**src/rtl/uart_sender_receiver.sv**
```systemverilog
// Purpose: 8N1 UART transmitter plus independent receiver sharing one clock.
// Latency: TX line goes low 1 cycle after an accepted trigger edge. RX result lands mid-stop-bit, about 3 cycles of sync/detect after the line edge.
// Backpressure: none. A trigger while busy or disabled is dropped. A received byte overwrites readdata.
//
// Ports:
//   sysclk, reset        clock; synchronous active-high reset
//   UART_RX              async serial input, idles high (2-flop synchronized)
//   recv_enable          receiver may accept frames; low aborts a frame in progress
//   recv_finish/readdata 1-cycle pulse and last good byte
//   writedata            byte latched on an accepted trigger edge
//   send_trigger         rising edge requests a transmission
//   send_enable          transmitter may start
//   send_work_state      high while a frame is on the line
//   send_finish          1-cycle pulse after the stop bit
//   UART_TX              serial output, idles high
// Optional: define UART_STOP_CHECK_EN to discard frames whose stop sample is 0.
module uart_sender_receiver #(
  parameter int CLK_FREQ  = 100000000,
  parameter int BAUD_RATE = 9600
) (
  input  logic       sysclk,
  input  logic       reset,
  input  logic       UART_RX,
  input  logic       recv_enable,
  output logic       recv_finish,
  output logic [7:0] readdata,
  input  logic [7:0] writedata,
  input  logic       send_trigger,
  input  logic       send_enable,
  output logic       send_work_state,
  output logic       send_finish,
  output logic       UART_TX
);

  // One bit is 16 ticks of DIV cycles each. Counters run in raw cycles.
  localparam int DIV_RAW  = CLK_FREQ / (16 * BAUD_RATE);
  localparam int DIV      = (DIV_RAW < 1) ? 1 : DIV_RAW;
  localparam int BIT_CYC  = 16 * DIV;
  localparam int HALF_CYC = 8 * DIV;
  localparam int CNT_W    = $clog2(BIT_CYC + 1);
  localparam logic [CNT_W-1:0] BIT_LAST  = CNT_W'(BIT_CYC - 1);
  localparam logic [CNT_W-1:0] HALF_LAST = CNT_W'(HALF_CYC - 1);

  typedef enum logic [1:0] {
    ST_IDLE  = 2'd0,
    ST_START = 2'd1,
    ST_DATA  = 2'd2,
    ST_STOP  = 2'd3
  } state_e;

  // ---------------- transmitter ----------------
  state_e           tx_state_q;
  logic [CNT_W-1:0] tx_cnt_q;
  logic [2:0]       tx_idx_q;
  logic [7:0]       tx_shift_q;
  logic             tx_q;
  logic             busy_q;
  logic             send_finish_q;
  logic             trig_q;
  logic             trig_edge;
  logic             tx_bit_end;

  assign trig_edge  = send_trigger & ~trig_q;
  assign tx_bit_end = (tx_cnt_q == BIT_LAST);

  always_ff @(posedge sysclk) begin
    if (reset) begin
      tx_state_q    <= ST_IDLE;
      tx_cnt_q      <= '0;
      tx_idx_q      <= '0;
      tx_shift_q    <= '0;
      tx_q          <= 1'b1;
      busy_q        <= 1'b0;
      send_finish_q <= 1'b0;
      trig_q        <= 1'b0;
    end else begin
      trig_q        <= send_trigger;
      send_finish_q <= 1'b0;
      case (tx_state_q)
        ST_IDLE: begin
          if (trig_edge && send_enable) begin
            tx_state_q <= ST_START;
            tx_shift_q <= writedata;
            tx_cnt_q   <= '0;
            tx_idx_q   <= '0;
            tx_q       <= 1'b0;
            busy_q     <= 1'b1;
          end
        end
        ST_START: begin
          if (tx_bit_end) begin
            tx_state_q <= ST_DATA;
            tx_cnt_q   <= '0;
            tx_q       <= tx_shift_q[0];
            tx_shift_q <= {1'b0, tx_shift_q[7:1]};
          end else begin
            tx_cnt_q <= tx_cnt_q + CNT_W'(1);
          end
        end
        ST_DATA: begin
          if (tx_bit_end) begin
            tx_cnt_q <= '0;
            if (tx_idx_q == 3'd7) begin
              tx_state_q <= ST_STOP;
              tx_q       <= 1'b1;
            end else begin
              tx_idx_q   <= tx_idx_q + 3'd1;
              tx_q       <= tx_shift_q[0];
              tx_shift_q <= {1'b0, tx_shift_q[7:1]};
            end
          end else begin
            tx_cnt_q <= tx_cnt_q + CNT_W'(1);
          end
        end
        ST_STOP: begin
          if (tx_bit_end) begin
            tx_state_q    <= ST_IDLE;
            tx_cnt_q      <= '0;
            tx_q          <= 1'b1;
            busy_q        <= 1'b0;
            send_finish_q <= 1'b1;
          end else begin
            tx_cnt_q <= tx_cnt_q + CNT_W'(1);
          end
        end
        default: tx_state_q <= ST_IDLE;
      endcase
    end
  end

  assign UART_TX         = tx_q;
  assign send_work_state = busy_q;
  assign send_finish     = send_finish_q;

  // ---------------- receiver ----------------
  state_e           rx_state_q;
  logic [CNT_W-1:0] rx_cnt_q;
  logic [2:0]       rx_idx_q;
  logic [7:0]       rx_shift_q;
  logic [7:0]       readdata_q;
  logic             recv_finish_q;
  logic             rx_meta_q;
  logic             rx_sync_q;
  logic             rx_bit_end;

  assign rx_bit_end = (rx_cnt_q == BIT_LAST);

  always_ff @(posedge sysclk) begin
    if (reset) begin
      rx_state_q    <= ST_IDLE;
      rx_cnt_q      <= '0;
      rx_idx_q      <= '0;
      rx_shift_q    <= '0;
      readdata_q    <= '0;
      recv_finish_q <= 1'b0;
      // Synchronizer resets to the idle level so no false start follows reset.
      rx_meta_q     <= 1'b1;
      rx_sync_q     <= 1'b1;
    end else begin
      rx_meta_q     <= UART_RX;
      rx_sync_q     <= rx_meta_q;
      recv_finish_q <= 1'b0;
      if (!recv_enable) begin
        // Disabling drops any partial frame silently.
        rx_state_q <= ST_IDLE;
        rx_cnt_q   <= '0;
        rx_idx_q   <= '0;
      end else begin
        case (rx_state_q)
          ST_IDLE: begin
            if (!rx_sync_q) begin
              rx_state_q <= ST_START;
              rx_cnt_q   <= '0;
            end
          end
          ST_START: begin
            // Re-check at mid start bit; a high line means it was a glitch.
            if (rx_cnt_q == HALF_LAST) begin
              rx_cnt_q   <= '0;
              rx_idx_q   <= '0;
              rx_state_q <= rx_sync_q ? ST_IDLE : ST_DATA;
            end else begin
              rx_cnt_q <= rx_cnt_q + CNT_W'(1);
            end
          end
          ST_DATA: begin
            if (rx_bit_end) begin
              rx_cnt_q   <= '0;
              rx_shift_q <= {rx_sync_q, rx_shift_q[7:1]};
              if (rx_idx_q == 3'd7) begin
                rx_state_q <= ST_STOP;
              end else begin
                rx_idx_q <= rx_idx_q + 3'd1;
              end
            end else begin
              rx_cnt_q <= rx_cnt_q + CNT_W'(1);
            end
          end
          ST_STOP: begin
            if (rx_bit_end) begin
              rx_state_q <= ST_IDLE;
              rx_cnt_q   <= '0;
`ifdef UART_STOP_CHECK_EN
              if (rx_sync_q) begin
                readdata_q    <= rx_shift_q;
                recv_finish_q <= 1'b1;
              end
`else
              readdata_q    <= rx_shift_q;
              recv_finish_q <= 1'b1;
`endif
            end else begin
              rx_cnt_q <= rx_cnt_q + CNT_W'(1);
            end
          end
          default: rx_state_q <= ST_IDLE;
        endcase
      end
    end
  end

  assign readdata    = readdata_q;
  assign recv_finish = recv_finish_q;

endmodule

```
**config.mk**
```make
export PLATFORM = sky130hd
export DESIGN_NAME = uart_sender_receiver
export DESIGN_NICKNAME = d
export VERILOG_FILES = /design/src/rtl/uart_sender_receiver.sv
export SDC_FILE = /design/constraint.sdc
export NUM_CORES = 1
export LEC_CHECK = 0
export ABC_AREA = 1
export BUFFER_PORTS_ARGS = -buffer_cell sky130_fd_sc_hd__buf_2
export CAP_MARGIN = 20
export CORE_ASPECT_RATIO = 2
export CORE_UTILIZATION = 50
export DETAILED_ROUTE_END_ITERATION = 8
export GPL_TIMING_DRIVEN = 0
export PLACE_DENSITY = 0.66
export SLEW_MARGIN = 20
export SYNTH_ARGS = -nofsm -noshare
export SYNTH_HDL_FRONTEND = slang
export SYNTH_SLANG_ARGS = --single-unit
export TNS_END_PERCENT = 30
```
**constraint.sdc**
```tcl
create_clock -name sysclk -period 5.1 [get_ports sysclk]
set_clock_uncertainty 0.2 [all_clocks]
set_input_delay 0.765 -clock sysclk [delete_from_list [all_inputs] [get_ports sysclk]]
set_output_delay 0.765 -clock sysclk [all_outputs]
set_load 0.01 [all_outputs]
```
==> key figures, run 1 <==
Drt
  – Routed WL per cell: approximately 12 µm
  – Vias per std cell: 5.11
  – DRC errors left: 0
  – Via count: around 3300
  – Routed WL: approximately 8000 µm
  – Drt first pass iters: 6
  – Antenna-violating nets left: 0
  – Initial DRC count: about 160

Worst hold path
  – Worst hold path class: reg -> reg
  – Hold Startpoint: rx_meta_q

Floorplan
  – Ports: 26
  – Die area: 7550 µm²
  – Initial core utilization: 0.518
  – Die width: 62.0 µm
  – Die Ht: roughly 120 µm
  – Core ar.: 6940 µm²
  – Rows: 43

Finish
  – Most frequent cells in the layout: nand2_1 (114), nor2_1 (73), inv_1 (70)
  – Nets: between 500 and 600
  – Layout area overhead: 14.2%
  – Post-route design area: 4100 µm²
  – # diodes: 0
  – Final core utilization: 0.591
  – Layout cells sized above 1: 0.133
  – Most common cell after layout, fill and taps aside: nand2_1

Setup path
  – Crit path max fanout: 10
  – Worst setup path startpoint: tx_state_q[0]
  – CP required: 5.18 ns
  – Worst path arrival time: around 2.3 ns
  – Kind of critical path: reg -> reg
  – Worst r2r src: tx_state_q[0]
  – Crit path capture type: flop
  – Crit start category: flop

Global route
  – Largest net degree at the start of global routing: 14
  – First-pass GRT wire length: roughly 13000 µm
  – Gr usage total: 0.237
  – Initial antenna violation count: 0
  – GRT overflow: 0
  – Vias in the first global route: roughly 3100

Place
  – Worst slack at placement: 2.64 ns
  – Placed Area: 3830 µm²
  – I/O Buffers: 24
  – Routability cong.: 0.838
  – Dpl hpwl: 6130 µm

CTS
  – Cts hold-fix bufs: 0
  – TritonCTS clock tree: built
  – # resized after CTS: 0
  – Clock root cell: clkbuf_16
  – Clock sinks: 69
  – H-tree Lvls: 3
  – Skew-Pair Late Insertion Delay: 0.34 ns
  – Number of buffers created by CTS: 9
  – Clock Path Buffers: 2
  – Worst-path clk slew: roughly 0.06 ns
  – Setup Fix Bufs, Post-CTS: 0

STA
  – Endpoints failing hold: 0
  – Minimum clock period: between 2 and 2.5 ns
  – Relative slew slack: 0.489
  – Slew Viols, Final: 0
  – Final period utilization: 0.440
  – # setup viols final: 0
  – Worst Setup Slack, final: 2.86 ns
  – Slew at the pin closest to its max-slew limit: 0.764 ns
  – RSZ-0062 raised after global routing: false
  – Fmax: 446 MHz
  – Total negative slack: 0 ns

Run status
  – Status: finished clean

Synthesis
  – Synthesized net count: between 500 and 600
  – Post-Synthesis Cells: approximately 520
  – Async set or reset register ratio after synthesis: 0
  – Post-Synthesis Cell Area: ~3600 µm²
  – Synth unique cells: 34
  – Synth Warn #: 0
  – Syn Area/Cell: 6.89 µm²
  – Top FF cell, synth: dfxtp_1
  – FF+latch count, synth: 69
  – Sequential area share after synthesis: 0.384
  – EDFF count, synth: 0

Power and ir drop
  – Peak supply drop: 325 µV
  – Pwr dens: around 370 nW/µm²
  – Leak Pwr: about 1.7 nW

Flow run
  – Max-cap viol count: 0
==> metal layers <==
layer / part of all wire / GRT usage
met2: 0.56 / 0.437
met1: 0.38 / 0.222
met4: 0.038 / 0.132
met3: 0.024 / 0.0510
met5: 0 / 0
==> worst max-delay path, cell delays in order (launching register included) <==
cell	delay, ns
dfxtp_1	0.39
inv_1	0.12
ha_1	0.27
nand2_1	0.25
inv_1	0.09
clkbuf_1	0.25
a21oi_1	0.23
nand3_1	0.15
nand2_1	0.09
nand2_1	0.05
nor2_1	0.09
==> through the flow <==
stage,total power [mW],std cells,hold WS (ns)
final,1.52,652,0.214
after global routing,1.61,652,0.224
after CTS,1.54,652,0.216
after detailed placement,0.964,636,0.201
after global placement,0.954,636,0.199
after floorplan,0.877,522,0.189
==> final cells by class <==
class                      count  area, µm²
tap                           90        113
multi-input combinational    361       1860
sequential                    69       1380
clock inverter                 7       51.3
inverter                      79        298
fill                         660       2840
clock buffer                   9        225
timing repair buffer          24        120
buffer                        13       57.6
==> sequential cells by signal, indices dropped and copies added (netlist names), 2 cells and up, named ones only <==
| signal | flops |
|---|---|
| tx_cnt_q | 14 |
| tx_state_q | 2 |
| rx_idx_q | 3 |
| rx_cnt_q | 14 |
| tx_shift_q | 8 |
| tx_idx_q | 3 |
| rx_shift_q | 8 |
| readdata | 8 |
==> path summary, 6_finish.rpt <==
path                                 endpoint  slack, ns  cells past startpoint
worst max register to register  tx_state_q[1]       2.86                     10
worst max-delay path            tx_state_q[1]       2.86                     10
worst min register to register      rx_sync_q       0.21                      1
worst min-delay path                rx_sync_q       0.21                      1
==> power by group <==
part	total (mW)	leakage [nW]	switching (mW)	internal (mW)
logic	0.346	1.07	0.235	0.111
clock network	0.571	0.120	0.242	0.329
registers	0.606	0.559	0.0229	0.583
total	1.52	1.75	0.500	1.02
==> logic make-up after synthesis <==
kind of cell             share of synthesized area
multiplexers                               0.00278
XOR/XNOR                                    0.0171
AND/OR/NAND/NOR                              0.349
flip-flops                                   0.384
adder cells (fa/ha/maj)                     0.0452
AO/OA/AOI/OAI                                0.103
buffers and inverters                       0.0989
==> synth_stat cells (2+ instances only) <==
cell / n / area [µm²]
nand3_1: 24 / 120
nor4_1: 8 / 50.1
nand2_1: 114 / 428
o21ai_1: 3 / 15.0
nand2_2: 2 / 12.5
nand2_4: 2 / 22.5
dfxtp_1: 69 / 1380
nor2_2: 2 / 12.5
a21oi_1: 31 / 155
or2_2: 3 / 18.8
inv_2: 7 / 26.3
xor2_1: 6 / 52.6
buf_2: 4 / 20.0
ha_1: 13 / 163
clkbuf_1: 7 / 26.3
nand3b_1: 2 / 15.0
nor3_1: 25 / 125
inv_1: 70 / 263
a211oi_2: 8 / 100
o21ai_0: 17 / 85.1
nand4_1: 20 / 125
nor2_1: 73 / 274
No activity file was read; power rests on OpenSTA's default activity.
==> inputs of run 2 (changes only) <==
clock period = 2.3 ns   (was 5.1 ns; I/O delays follow)
==> key figures, run 2 (synthesized netlist as in run 1, its figures left out) <==
Drt
  – Drt first pass iters: 4
  – Via count: 3345
  – Highest Signal Layer: met4
  – Initial DRC count: 196
  – Met3 wire len: 197 µm
  – Antenna-violating nets left: 0
  – Vias per std cell: ~5
  – Routed WL per cell: between 10 and 15 µm
  – DRC errors left: 0
  – Routed WL: 7970 µm
  – Met1 Wirelength: 3000 µm
  – Wire length on met2: between 4000 and 5000 µm

STA
  – # setup viols final: 0
  – Final period utilization: 0.936
  – RSZ-0062 raised after global routing: false
  – Minimum clock period: 2.15 ns
  – Relative slew slack: 0.483
  – Slew at the pin closest to its max-slew limit: 0.773 ns
  – Endpoints failing hold: 0
  – Total negative slack: 0 ns
  – Fmax: roughly 460 MHz
  – Worst hold margin: 0.0257 ns
  – Slew Viols, Final: 0

Floorplan
  – Core ar.: a little under 7000 µm²
  – Die width: between 60 and 70 µm
  – Die area: 7550 µm²
  – Initial core utilization: 0.518
  – Rows: 43
  – Die Ht: 122 µm
  – Ports: 26

Global route
  – First-pass GRT wire length: approximately 13000 µm
  – Gr usage total: 0.237
  – Vias in the first global route: 3067
  – Largest net degree at the start of global routing: 14
  – GRT overflow: 0
  – Initial antenna violation count: 0

CTS
  – Skew-Pair Late Insertion Delay: 0.34 ns
  – H-tree Lvls: 3
  – Worst-path clk slew: 0.06 ns
  – Setup Fix Bufs, Post-CTS: 0
  – Clock sinks: 69
  – Number of buffers created by CTS: 9
  – Clock root cell: clkbuf_16
  – Clock Path Buffers: 2
  – TritonCTS clock tree: built

Worst hold path
  – Worst hold path depth: 3
  – Worst hold path class: in -> reg
  – Hold Startpoint: send_trigger
  – Hold EP: trig_q

Setup path
  – Crit path capture type: flop
  – Slowest stage delay, CP: roughly 0.39 ns
  – Kind of critical path: reg -> reg
  – Reg2reg setup slack: 0.15 ns
  – Worst-path cell chain: inv_1 -> ha_1 -> nand2_2 -> inv_1 -> clkbuf_1 -> a21oi_1 -> nand3_1 -> nand2_1 -> nand2_1 -> nor2_1
  – Slowest cell on crit path: dfxtp_1
  – Worst path arrival time: ~2.2 ns
  – Worst Reg-to-Reg Cells: 10
  – CP top delay family: simple AND/OR/NAND/NOR gates
  – Crit path max fanout: 10
  – CP required: approximately 2.4 ns
  – Buf/Inv on CP: 3
  – Crit start category: flop
  – Worst r2r src: tx_state_q[0]
  – Reg-to-reg endpoint: tx_state_q[1]

Place
  – I/O Buffers: 24
  – Placed Area: 3830 µm²
  – Dpl hpwl: 6130 µm
  – Routability cong.: 0.838

Flow run
  – Max-cap viol count: 0

Finish
  – Layout area overhead: 14.6%
  – Post-route design area: 4120 µm²
  – # diodes: 0
  – Nets: 585
  – Most common cell after layout, fill and taps aside: nand2_1
  – Largest regs: rx_cnt_q: 14 flops, tx_cnt_q: 14 flops
  – Most frequent cells in the layout: nand2_1 (112), nor2_1 (73), inv_1 (70)
  – Layout cells sized above 1: 0.137

Power and ir drop
  – Peak supply drop: 720 µV
  – Pwr dens: 821 nW/µm²
  – Leak Pwr: 1.75 nW

Run status
  – Status: finished clean
==> run 2: worst max-delay path by stage <==
stage,from,end,cells past startpoint
after floorplan,tx_state_q[0],tx_state_q[1],9
after global placement,tx_state_q[0],tx_state_q[1],10
after detailed placement,tx_state_q[0],tx_state_q[1],10
after CTS,tx_state_q[0],tx_state_q[1],10
after global routing,tx_state_q[0],tx_state_q[1],10
final,tx_state_q[0],tx_state_q[1],10
==> run 2: timing repair <==
action                     in CTS  in global routing
setup endpoints to repair       0                 13
hold buffers                    1                  0
resized for setup               0                  2
hold endpoints to repair        1                  0
==> run 2: cell type report <==
type	count	area, µm²
inverter	79	298
fill	657	2820
multi-input combinational	361	1860
sequential	69	1380
clock inverter	7	51.3
buffer	13	57.6
clock buffer	9	225
timing repair buffer	25	130
tap	90	113
==> run 2: stage by stage <==
stage / power [mW] / instances / setup WS (ns) / util
2_1_floorplan: 1.94 / 522 / 0.484 / -
3_3_place_gp: 2.12 / 636 / 0.105 / 0.551
3_5_place_dp: 2.14 / 636 / 0.0879 / 0.551
4_1_cts: 3.42 / 653 / 0.0681 / 0.593
5_1_grt: 3.58 / 653 / 0.0216 / 0.593
6_report: 3.38 / 653 / 0.148 / 0.593
==> run 2: where the power goes <==
| part | total, mW | switching (mW) | internal [mW] |
|---|---|---|---|
| combinational | 0.773 | 0.522 | 0.251 |
| clock | 1.27 | 0.537 | 0.729 |
| sequential | 1.34 | 0.0500 | 1.29 |
==> run 2: worst register-to-register path: cells and delay by family, from the launching register on <==
family / cells / cell delay [ns]
AND/OR/NAND/NOR: 5 / 0.55
buffers and inverters: 3 / 0.44
flip-flops: 1 / 0.39
adder cells (fa/ha/maj): 1 / 0.28
AO/OA/AOI/OAI: 1 / 0.23
==> run 2: metal layers <==
metal  global-route usage  up-vias
met1                0.222     1506
met4                0.132        0
met3               0.0510       20
li1                     -     1764
met2                0.438       55
met5                    0        -
